===== config.mk =====
export PLATFORM = sky130hd
export DESIGN_NAME = divider_flat
export DESIGN_NICKNAME = d
export VERILOG_FILES = /design/src/rtl/divider_pkg.sv /design/src/rtl/divider_if.sv /design/src/rtl/divider_step.sv /design/src/rtl/divider.sv /design/src/flat_wrapper.sv
export SDC_FILE = /design/constraint.sdc
export NUM_CORES = 1
export LEC_CHECK = 0
export CORE_UTILIZATION = 33
export CTS_CLUSTER_DIAMETER = 150
export DETAILED_ROUTE_END_ITERATION = 16
export PLACE_DENSITY_LB_ADDON = 0.2
export SYNTH_ARGS = -nofsm -noshare
export SYNTH_HDL_FRONTEND = slang
export SYNTH_SLANG_ARGS = --single-unit

===== constraint.sdc =====
create_clock -name clk -period 6.49 [get_ports clk]
set_input_delay 1.947 -clock clk [delete_from_list [all_inputs] [get_ports clk]]
set_output_delay 1.947 -clock clk [all_outputs]
set_load 0.02 [all_outputs]

===== src/rtl/divider_pkg.sv =====
// Shared constants and state encoding for the signed sequential divider.
package divider_pkg;

    localparam int unsigned DVD_W = 49;
    localparam int unsigned DVS_W = 25;
    localparam int unsigned QB_W  = 24;

    localparam logic [DVS_W-1:0] SAT_POS = 25'h0FFFFFF;
    localparam logic [DVS_W-1:0] SAT_NEG = 25'h1000000;

    typedef enum logic [1:0] {
        IDLE = 2'd0,
        CALC = 2'd1,
        FIX  = 2'd2
    } state_e;

endpackage


===== src/rtl/divider_if.sv =====
// Start/operand/result bundle between a requester and the divider.
interface divider_if;
    import divider_pkg::*;

    logic               en;
    logic [DVD_W-1:0]   dividend;
    logic [DVS_W-1:0]   divisor;
    logic [DVS_W-1:0]   quotient;
    logic [DVS_W-1:0]   remainder;
    logic               busy;
    logic               done;
    logic               dz;
    logic               ovf;

    modport master (
        output en, dividend, divisor,
        input  quotient, remainder, busy, done, dz, ovf
    );

    modport slave (
        input  en, dividend, divisor,
        output quotient, remainder, busy, done, dz, ovf
    );

endinterface


===== src/rtl/divider_step.sv =====
// One radix-2 restoring step on magnitudes: shift in a dividend bit, subtract if it fits.
module divider_step (
    input  logic [25:0] r_i,
    input  logic        bit_i,
    input  logic [24:0] dvs_i,
    output logic [25:0] r_o,
    output logic        q_o
);

    logic [26:0] t;

    // Trial subtraction; the result always fits 26 bits because r < divisor
    always_comb begin
        t   = {r_i, bit_i};
        q_o = 1'b0;
        r_o = t[25:0];
        if (t >= {2'b00, dvs_i}) begin
            q_o = 1'b1;
            r_o = 26'(t - {2'b00, dvs_i});
        end
    end

endmodule


===== src/rtl/divider.sv =====
// Signed 49/25 sequential divider: sign split, 24 restoring steps, sign fix-up.
// All state updates on the falling clock edge; reset is asynchronous, active-low.
module divider
    import divider_pkg::*;
(
    input  logic        clk,
    input  logic        reset,
    divider_if.slave    bus
);

    state_e             state_q, state_d;
    logic [4:0]         cnt_q, cnt_d;
    logic [25:0]        r_q, r_d;
    logic [QB_W-1:0]    s_q, s_d;
    logic [QB_W-1:0]    q_q, q_d;
    logic [DVS_W-1:0]   dvs_q, dvs_d;
    logic               sdvd_q, sdvd_d;
    logic               sdvs_q, sdvs_d;
    logic               dzp_q, dzp_d;
    logic               ovfp_q, ovfp_d;
    logic [DVS_W-1:0]   quo_q, quo_d;
    logic [DVS_W-1:0]   rem_q, rem_d;
    logic               done_q, done_d;
    logic               dz_q, dz_d;
    logic               ovf_q, ovf_d;

    logic [DVD_W-1:0]   dvd_mag;
    logic [DVS_W-1:0]   dvs_mag;
    logic               dz_c, ovf_c;
    logic [25:0]        step_r;
    logic               step_q;

    divider_step u_step (
        .r_i   (r_q),
        .bit_i (s_q[QB_W-1]),
        .dvs_i (dvs_q),
        .r_o   (step_r),
        .q_o   (step_q)
    );

    // Operand magnitudes and error detection on the live inputs
    always_comb begin
        dvd_mag = bus.dividend[DVD_W-1] ? (~bus.dividend + 49'd1) : bus.dividend;
        dvs_mag = bus.divisor[DVS_W-1]  ? (~bus.divisor + 25'd1)  : bus.divisor;
        dz_c    = (dvs_mag == '0);
        ovf_c   = !dz_c && (dvd_mag[DVD_W-1:QB_W] >= dvs_mag);
    end

    // Next-state and datapath control
    always_comb begin
        state_d = state_q;
        cnt_d   = cnt_q;
        r_d     = r_q;
        s_d     = s_q;
        q_d     = q_q;
        dvs_d   = dvs_q;
        sdvd_d  = sdvd_q;
        sdvs_d  = sdvs_q;
        dzp_d   = dzp_q;
        ovfp_d  = ovfp_q;
        quo_d   = quo_q;
        rem_d   = rem_q;
        done_d  = 1'b0;
        dz_d    = dz_q;
        ovf_d   = ovf_q;

        case (state_q)
            IDLE: begin
                if (bus.en) begin
                    sdvd_d = bus.dividend[DVD_W-1];
                    sdvs_d = bus.divisor[DVS_W-1];
                    dvs_d  = dvs_mag;
                    dzp_d  = dz_c;
                    ovfp_d = ovf_c;
                    if (dz_c || ovf_c) begin
                        state_d = FIX;
                    end else begin
                        r_d     = {1'b0, dvd_mag[DVD_W-1:QB_W]};
                        s_d     = dvd_mag[QB_W-1:0];
                        q_d     = '0;
                        cnt_d   = 5'd23;
                        state_d = CALC;
                    end
                end
            end
            CALC: begin
                r_d = step_r;
                s_d = {s_q[QB_W-2:0], 1'b0};
                q_d = {q_q[QB_W-2:0], step_q};
                if (cnt_q == 5'd0) begin
                    state_d = FIX;
                end else begin
                    cnt_d = cnt_q - 5'd1;
                end
            end
            FIX: begin
                if (dzp_q || ovfp_q) begin
                    quo_d = (sdvd_q == sdvs_q) ? SAT_POS : SAT_NEG;
                    rem_d = '0;
                end else begin
                    quo_d = (sdvd_q != sdvs_q) ? (~{1'b0, q_q} + 25'd1) : {1'b0, q_q};
                    rem_d = sdvd_q ? (~r_q[DVS_W-1:0] + 25'd1) : r_q[DVS_W-1:0];
                end
                dz_d    = dzp_q;
                ovf_d   = ovfp_q;
                done_d  = 1'b1;
                state_d = IDLE;
            end
            default: state_d = IDLE;
        endcase
    end

    // State and output registers on the falling edge
    always_ff @(negedge clk or negedge reset) begin
        if (!reset) begin
            state_q <= IDLE;
            cnt_q   <= '0;
            r_q     <= '0;
            s_q     <= '0;
            q_q     <= '0;
            dvs_q   <= '0;
            sdvd_q  <= 1'b0;
            sdvs_q  <= 1'b0;
            dzp_q   <= 1'b0;
            ovfp_q  <= 1'b0;
            quo_q   <= '0;
            rem_q   <= '0;
            done_q  <= 1'b0;
            dz_q    <= 1'b0;
            ovf_q   <= 1'b0;
        end else begin
            state_q <= state_d;
            cnt_q   <= cnt_d;
            r_q     <= r_d;
            s_q     <= s_d;
            q_q     <= q_d;
            dvs_q   <= dvs_d;
            sdvd_q  <= sdvd_d;
            sdvs_q  <= sdvs_d;
            dzp_q   <= dzp_d;
            ovfp_q  <= ovfp_d;
            quo_q   <= quo_d;
            rem_q   <= rem_d;
            done_q  <= done_d;
            dz_q    <= dz_d;
            ovf_q   <= ovf_d;
        end
    end

    assign bus.quotient  = quo_q;
    assign bus.remainder = rem_q;
    assign bus.busy      = (state_q != IDLE);
    assign bus.done      = done_q;
    assign bus.dz        = dz_q;
    assign bus.ovf       = ovf_q;

endmodule


===== src/flat_wrapper.sv =====
// flat-port wrapper written by rule: the top's interface ports become plain ports
module divider_flat import divider_pkg::*;
  (clk, reset, bus_en, bus_dividend, bus_divisor, bus_quotient, bus_remainder, bus_busy, bus_done, bus_dz, bus_ovf);
  divider_if bus_i ();
  input  logic clk;
  input  logic reset;
  input wire logic [$bits(bus_i.en)-1:0] bus_en;
  input wire logic [$bits(bus_i.dividend)-1:0] bus_dividend;
  input wire logic [$bits(bus_i.divisor)-1:0] bus_divisor;
  output wire logic [$bits(bus_i.quotient)-1:0] bus_quotient;
  output wire logic [$bits(bus_i.remainder)-1:0] bus_remainder;
  output wire logic [$bits(bus_i.busy)-1:0] bus_busy;
  output wire logic [$bits(bus_i.done)-1:0] bus_done;
  output wire logic [$bits(bus_i.dz)-1:0] bus_dz;
  output wire logic [$bits(bus_i.ovf)-1:0] bus_ovf;
  assign bus_i.en = bus_en;
  assign bus_i.dividend = bus_dividend;
  assign bus_i.divisor = bus_divisor;
  assign bus_quotient = bus_i.quotient;
  assign bus_remainder = bus_i.remainder;
  assign bus_busy = bus_i.busy;
  assign bus_done = bus_i.done;
  assign bus_dz = bus_i.dz;
  assign bus_ovf = bus_i.ovf;
  divider u_core (.clk(clk), .reset(reset), .bus(bus_i));
endmodule

==> run summary <==
The run finished, with violations left. The final reports fail on setup timing. The logs give 0.134 for the clock network power share and 0 for the number of antenna violations at the first check in global routing.

During I/O placement, the number of pins put on the boundary was 131. Of all nets on the critical path, the largest fanout is 7. Share of post-route cells with drive strength above 1: 0.3065.

The clock sink count is 163. The number of flops mapped to enable cells by yosys was 0; the first-pass GRT wire length was 64690 µm. The headroom to the max-slew limit was 0.2391; the slew at the pin with the worst max-slew slack was 1.141 ns. The internal portion of the total power is 4.282 mW. Input and output buffers added on the ports amount to 130.

After detailed routing, the average wire length per cell comes to 17.89 µm. Dividing total power by cell area gives a power density of 435.2 nW/µm². The internal reg-to-reg setup slack came out at 2.24 ns.

The post-layout instance area was 17800 µm²; the minimum setup slack in the final design was -3.008 ns. The x dimension of the die is 192.2 µm, and the number of warning messages in the yosys log is 0. Clock tree synthesis selected as its root buffer the cell sky130_fd_sc_hd__clkbuf_16.

The start of the worst register-to-register path is u_core.r_q[8]. The floorplan has 69 rows. At the end of routability-driven placement, the weighted congestion stood at 0.8926.

The average instance area after synthesis works out to 8.438 µm². The tools report the antenna diode count as 0. Detailed placement ended at an HPWL of 29560 µm. The pre-CTS setup slack is -3.884 ns. The final cell count without fillers came out at 2262.

At the end of the flow, the number of nets in the layout was 1922. Setup violations remaining at the end of the flow were counted as 86. Setup repair after global routing could not meet its margin everywhere. The global routing stage identified its most utilized layer as met2. The total clock buffers created by CTS is 17, and the initial core utilization is 0.3357. For the final routed database, the setup TNS stands at -240.36 ns. The logs give 35570 µm² for the total core area and 0.2215 for the all-layer global routing usage.

The tools report the required time at the endpoint of the critical path as 3.50 ns. For this block, the initial DRC count from the detailed router was 807. The min-delay analysis places its worst path in the category register to register. The run gives 11940 µm² as the synthesized area.

The count of different cell masters after synthesis is 80. Relative area change from synthesis to final layout: 49.06%. The tools report the DRC violation count after routing as 0.

Before antenna repair, the detailed router went through 6 iterations. TritonCTS built the clock tree. The post-place instance area came out at 15530 µm². The leading register cell type out of synthesis is sky130_fd_sc_hd__dfrtn_1.

The number of placed instances, taps included, is 2148. Max-cap violations in this run came to 0. The synthesized design contains 163 register bits. The die height was 192.2 µm.

The routed design has 40480 µm of wire. For this design the total switching power over the nets is 3.463 mW. The number of global-route vias before repair is 12.08k.

After global routing the overflow that remains totals 0. The capture instance of the worst register-to-register path is u_core.r_q[15]. Switching share of total power: 0.4471. The run gives 6.50 ns as the data arrival time of the worst path.

The post-synthesis cell count is 1415. Final hold analysis gives a worst-case slack of 0.4176 ns. Counting instances, the worst hold path has a depth of 2. The met1 global-route usage is 0.3134, and the total number of vias is 12.25k. The clock skew was 0.01062 ns. The H-tree was split into 4 levels. The fraction of registers with async set or reset after synthesis was 1.000. For the sequential share of power, the log shows 0.258.

The die area is 36950 µm². The clock passes through at most 2 buffers. STA classifies the critical path startpoint as an input pin. The overall power was 7.745 mW. The critical path is of the input pin to register type. The logs give 0 for the total count of max-transition violations in the final report and 0.02796 for the global-route track usage on met3. The ratio of routed vias to standard cells was 5.417; the number of endpoints with negative hold slack in the final report was 0. The count of nets left with antenna violations once routing finished came out at 0.

The clock slew at the register clock pins of the worst setup and hold paths works out to 0.05 ns. The synthesized net count was 1549. The later pin in the worst-skew pair is clocked with a latency of 0.41 ns.

The run gives 0.3416 as the sequential element share of the synthesized area. The path with the worst hold slack has its endpoint at u_core.bus.quotient[13]. Met2 track demand over resource: 0.3538. The worst register-to-register path has a depth of 10. In this run the static leakage power is 7.902 nW.

The fraction of power consumed by combinational cells was 0.608. The startpoint identified for the worst hold timing path is u_core.bus.quotient[13]. Kind of capture point of the worst setup path: a register.

The logs give 0.5004 for the utilization after layout and 0.0002109 V for the highest ir drop seen on vdd. Entering global routing, the biggest net connects 79 pins.
-- cell families (layout without fill, tap and decap cells) --
group / after synthesis / count (layout) / synth area share
and+or+nand+nor: 449 / 449 / 0.1837
buffers and inverters: 155 / 541 / 0.05030
DFF: 163 / 163 / 0.3416
xor gates and xnor gates: 111 / 111 / 0.08142
adders and majority gates: 57 / 57 / 0.06036
AOI/OAI and AO/OA: 453 / 453 / 0.2588
muxes: 27 / 27 / 0.02379
-- sequential cells by signal, indices dropped and copies added (netlist names) --
signal	count
u_core.bus.ovf	1
u_core.dzp_q	1
u_core.q_q	24
u_core.sdvd_q	1
u_core.bus.dz	1
u_core.bus.remainder	25
u_core.r_q	26
u_core.ovfp_q	1
u_core.s_q	24
u_core.state_q	2
u_core.cnt_q	5
u_core.sdvs_q	1
u_core.bus.done	1
u_core.dvs_q	25
u_core.bus.quotient	25
-- cell usage after synthesis, types with 12 or more instances --
cell type	instances	area share
sky130_fd_sc_hd__nand2_1	173	0.054
sky130_fd_sc_hd__dfrtn_1	163	0.34
sky130_fd_sc_hd__o21ai_0	117	0.049
sky130_fd_sc_hd__a21oi_1	90	0.038
sky130_fd_sc_hd__nor2_1	85	0.027
sky130_fd_sc_hd__clkbuf_1	75	0.024
sky130_fd_sc_hd__inv_1	63	0.020
sky130_fd_sc_hd__xor2_1	57	0.042
sky130_fd_sc_hd__ha_1	56	0.059
sky130_fd_sc_hd__xnor2_1	54	0.040
sky130_fd_sc_hd__o31ai_1	44	0.028
sky130_fd_sc_hd__a221o_1	38	0.032
sky130_fd_sc_hd__nand3_1	26	0.011
sky130_fd_sc_hd__a22o_1	24	0.018
sky130_fd_sc_hd__nor3_1	24	0.010
sky130_fd_sc_hd__o22ai_1	21	0.011
sky130_fd_sc_hd__or3_1	20	0.010
sky130_fd_sc_hd__nand4_1	17	0.0089
sky130_fd_sc_hd__mux2i_1	16	0.013
sky130_fd_sc_hd__a31oi_1	15	0.0079
sky130_fd_sc_hd__and3_1	13	0.0068
sky130_fd_sc_hd__nand2b_1	13	0.0068
sky130_fd_sc_hd__nor4_1	13	0.0068
sky130_fd_sc_hd__o211ai_1	13	0.0082
sky130_fd_sc_hd__nor2b_1	12	0.0063
sky130_fd_sc_hd__o41ai_1	12	0.0088
-- critical path, stage by stage --
cell	delay, ns
sky130_fd_sc_hd__buf_6	0.09
sky130_fd_sc_hd__or4_4	0.53
sky130_fd_sc_hd__or4_4	0.46
sky130_fd_sc_hd__or4_4	0.45
sky130_fd_sc_hd__or2_4	0.29
sky130_fd_sc_hd__buf_6	0.12
sky130_fd_sc_hd__o41a_1	0.39
sky130_fd_sc_hd__xor2_2	0.18
sky130_fd_sc_hd__ha_4	0.18
sky130_fd_sc_hd__a21oi_4	0.18
sky130_fd_sc_hd__o21ai_4	0.10
sky130_fd_sc_hd__a41oi_2	0.21
sky130_fd_sc_hd__buf_4	0.18
sky130_fd_sc_hd__buf_6	0.10
sky130_fd_sc_hd__a311oi_4	0.03
sky130_fd_sc_hd__nor2_2	0.15
sky130_fd_sc_hd__buf_6	0.13
sky130_fd_sc_hd__nand2_4	0.05
sky130_fd_sc_hd__buf_6	0.12
sky130_fd_sc_hd__buf_8	0.13
sky130_fd_sc_hd__o211a_1	0.21
sky130_fd_sc_hd__a311o_1	0.27
-- how the worst max path moves through the flow --
stage                     startpoint  cells after the start         endpoint  slack [ns]
finish              bus_dividend[20]                     22   u_core.r_q[25]       -3.01
floorplan           bus_dividend[21]                     17    u_core.r_q[2]       -3.09
global placement    bus_dividend[21]                     18  u_core.cnt_q[2]       -3.79
CTS                 bus_dividend[20]                     19  u_core.cnt_q[0]       -3.09
global route        bus_dividend[20]                     21   u_core.r_q[25]       -3.09
detailed placement  bus_dividend[21]                     18  u_core.cnt_q[2]       -3.88
-- final cells by class --
cell class | instances | area [µm²]
Clock buffer | 19 | 442.9
Clock inverter | 13 | 151.4
Fill cell | 3406 | 17770
Inverter | 64 | 246.5
Multi-Input combinational cell | 1097 | 8361
Sequential cell | 163 | 4079
Tap cell | 461 | 576.8
Timing Repair Buffer | 445 | 3941
-- placed cells by master, fill, tap and decap left out, drive strengths merged, types with 14 or more instances in the layout --
cell and n:
or4 14, dlygate4sd2 66, a31oi 15, clkbuf 26, nand4 17, ha 56
or3 22, a21oi 91, nand2 173, nand3 26, o21ai 118, dfrtn 163
xnor2 54, inv 67, a22o 24, mux2i 16, clkdlybuf4s50 36, nor2 85
o31ai 45, o22ai 21, buf 332, nor3 25, a221o 38, xor2 57
-- layer usage --
| metal | share of wire | up-vias |
|---|---|---|
| met3 | 0.042 | 37 |
| li1 | - | 5967 |
| met2 | 0.46 | 330 |
| met5 | 0 | - |
| met1 | 0.48 | 5919 |
| met4 | 0.015 | 0 |
-- power by group through the flow --
stage / logic [mW] / clock network, mW / registers (mW)
after detailed placement: 4.47 / 0 / 2.00
after floorplan: 3.09 / 0 / 1.96
after CTS: 4.59 / 1.06 / 1.99
final: 4.71 / 1.03 / 2.00
after global placement: 4.42 / 0 / 1.99
after global routing: 5.22 / 1.11 / 2.06
-- what timing repair did --
item,in CTS,in global routing
endpoints found under the hold margin,0,0
hold buffers,0,0
setup buffers,71,15
gates cloned,3,4
resized for setup,310,99
pin swaps,79,77
endpoints found under the setup margin,159,97
(Power assumes the default switching activity.)
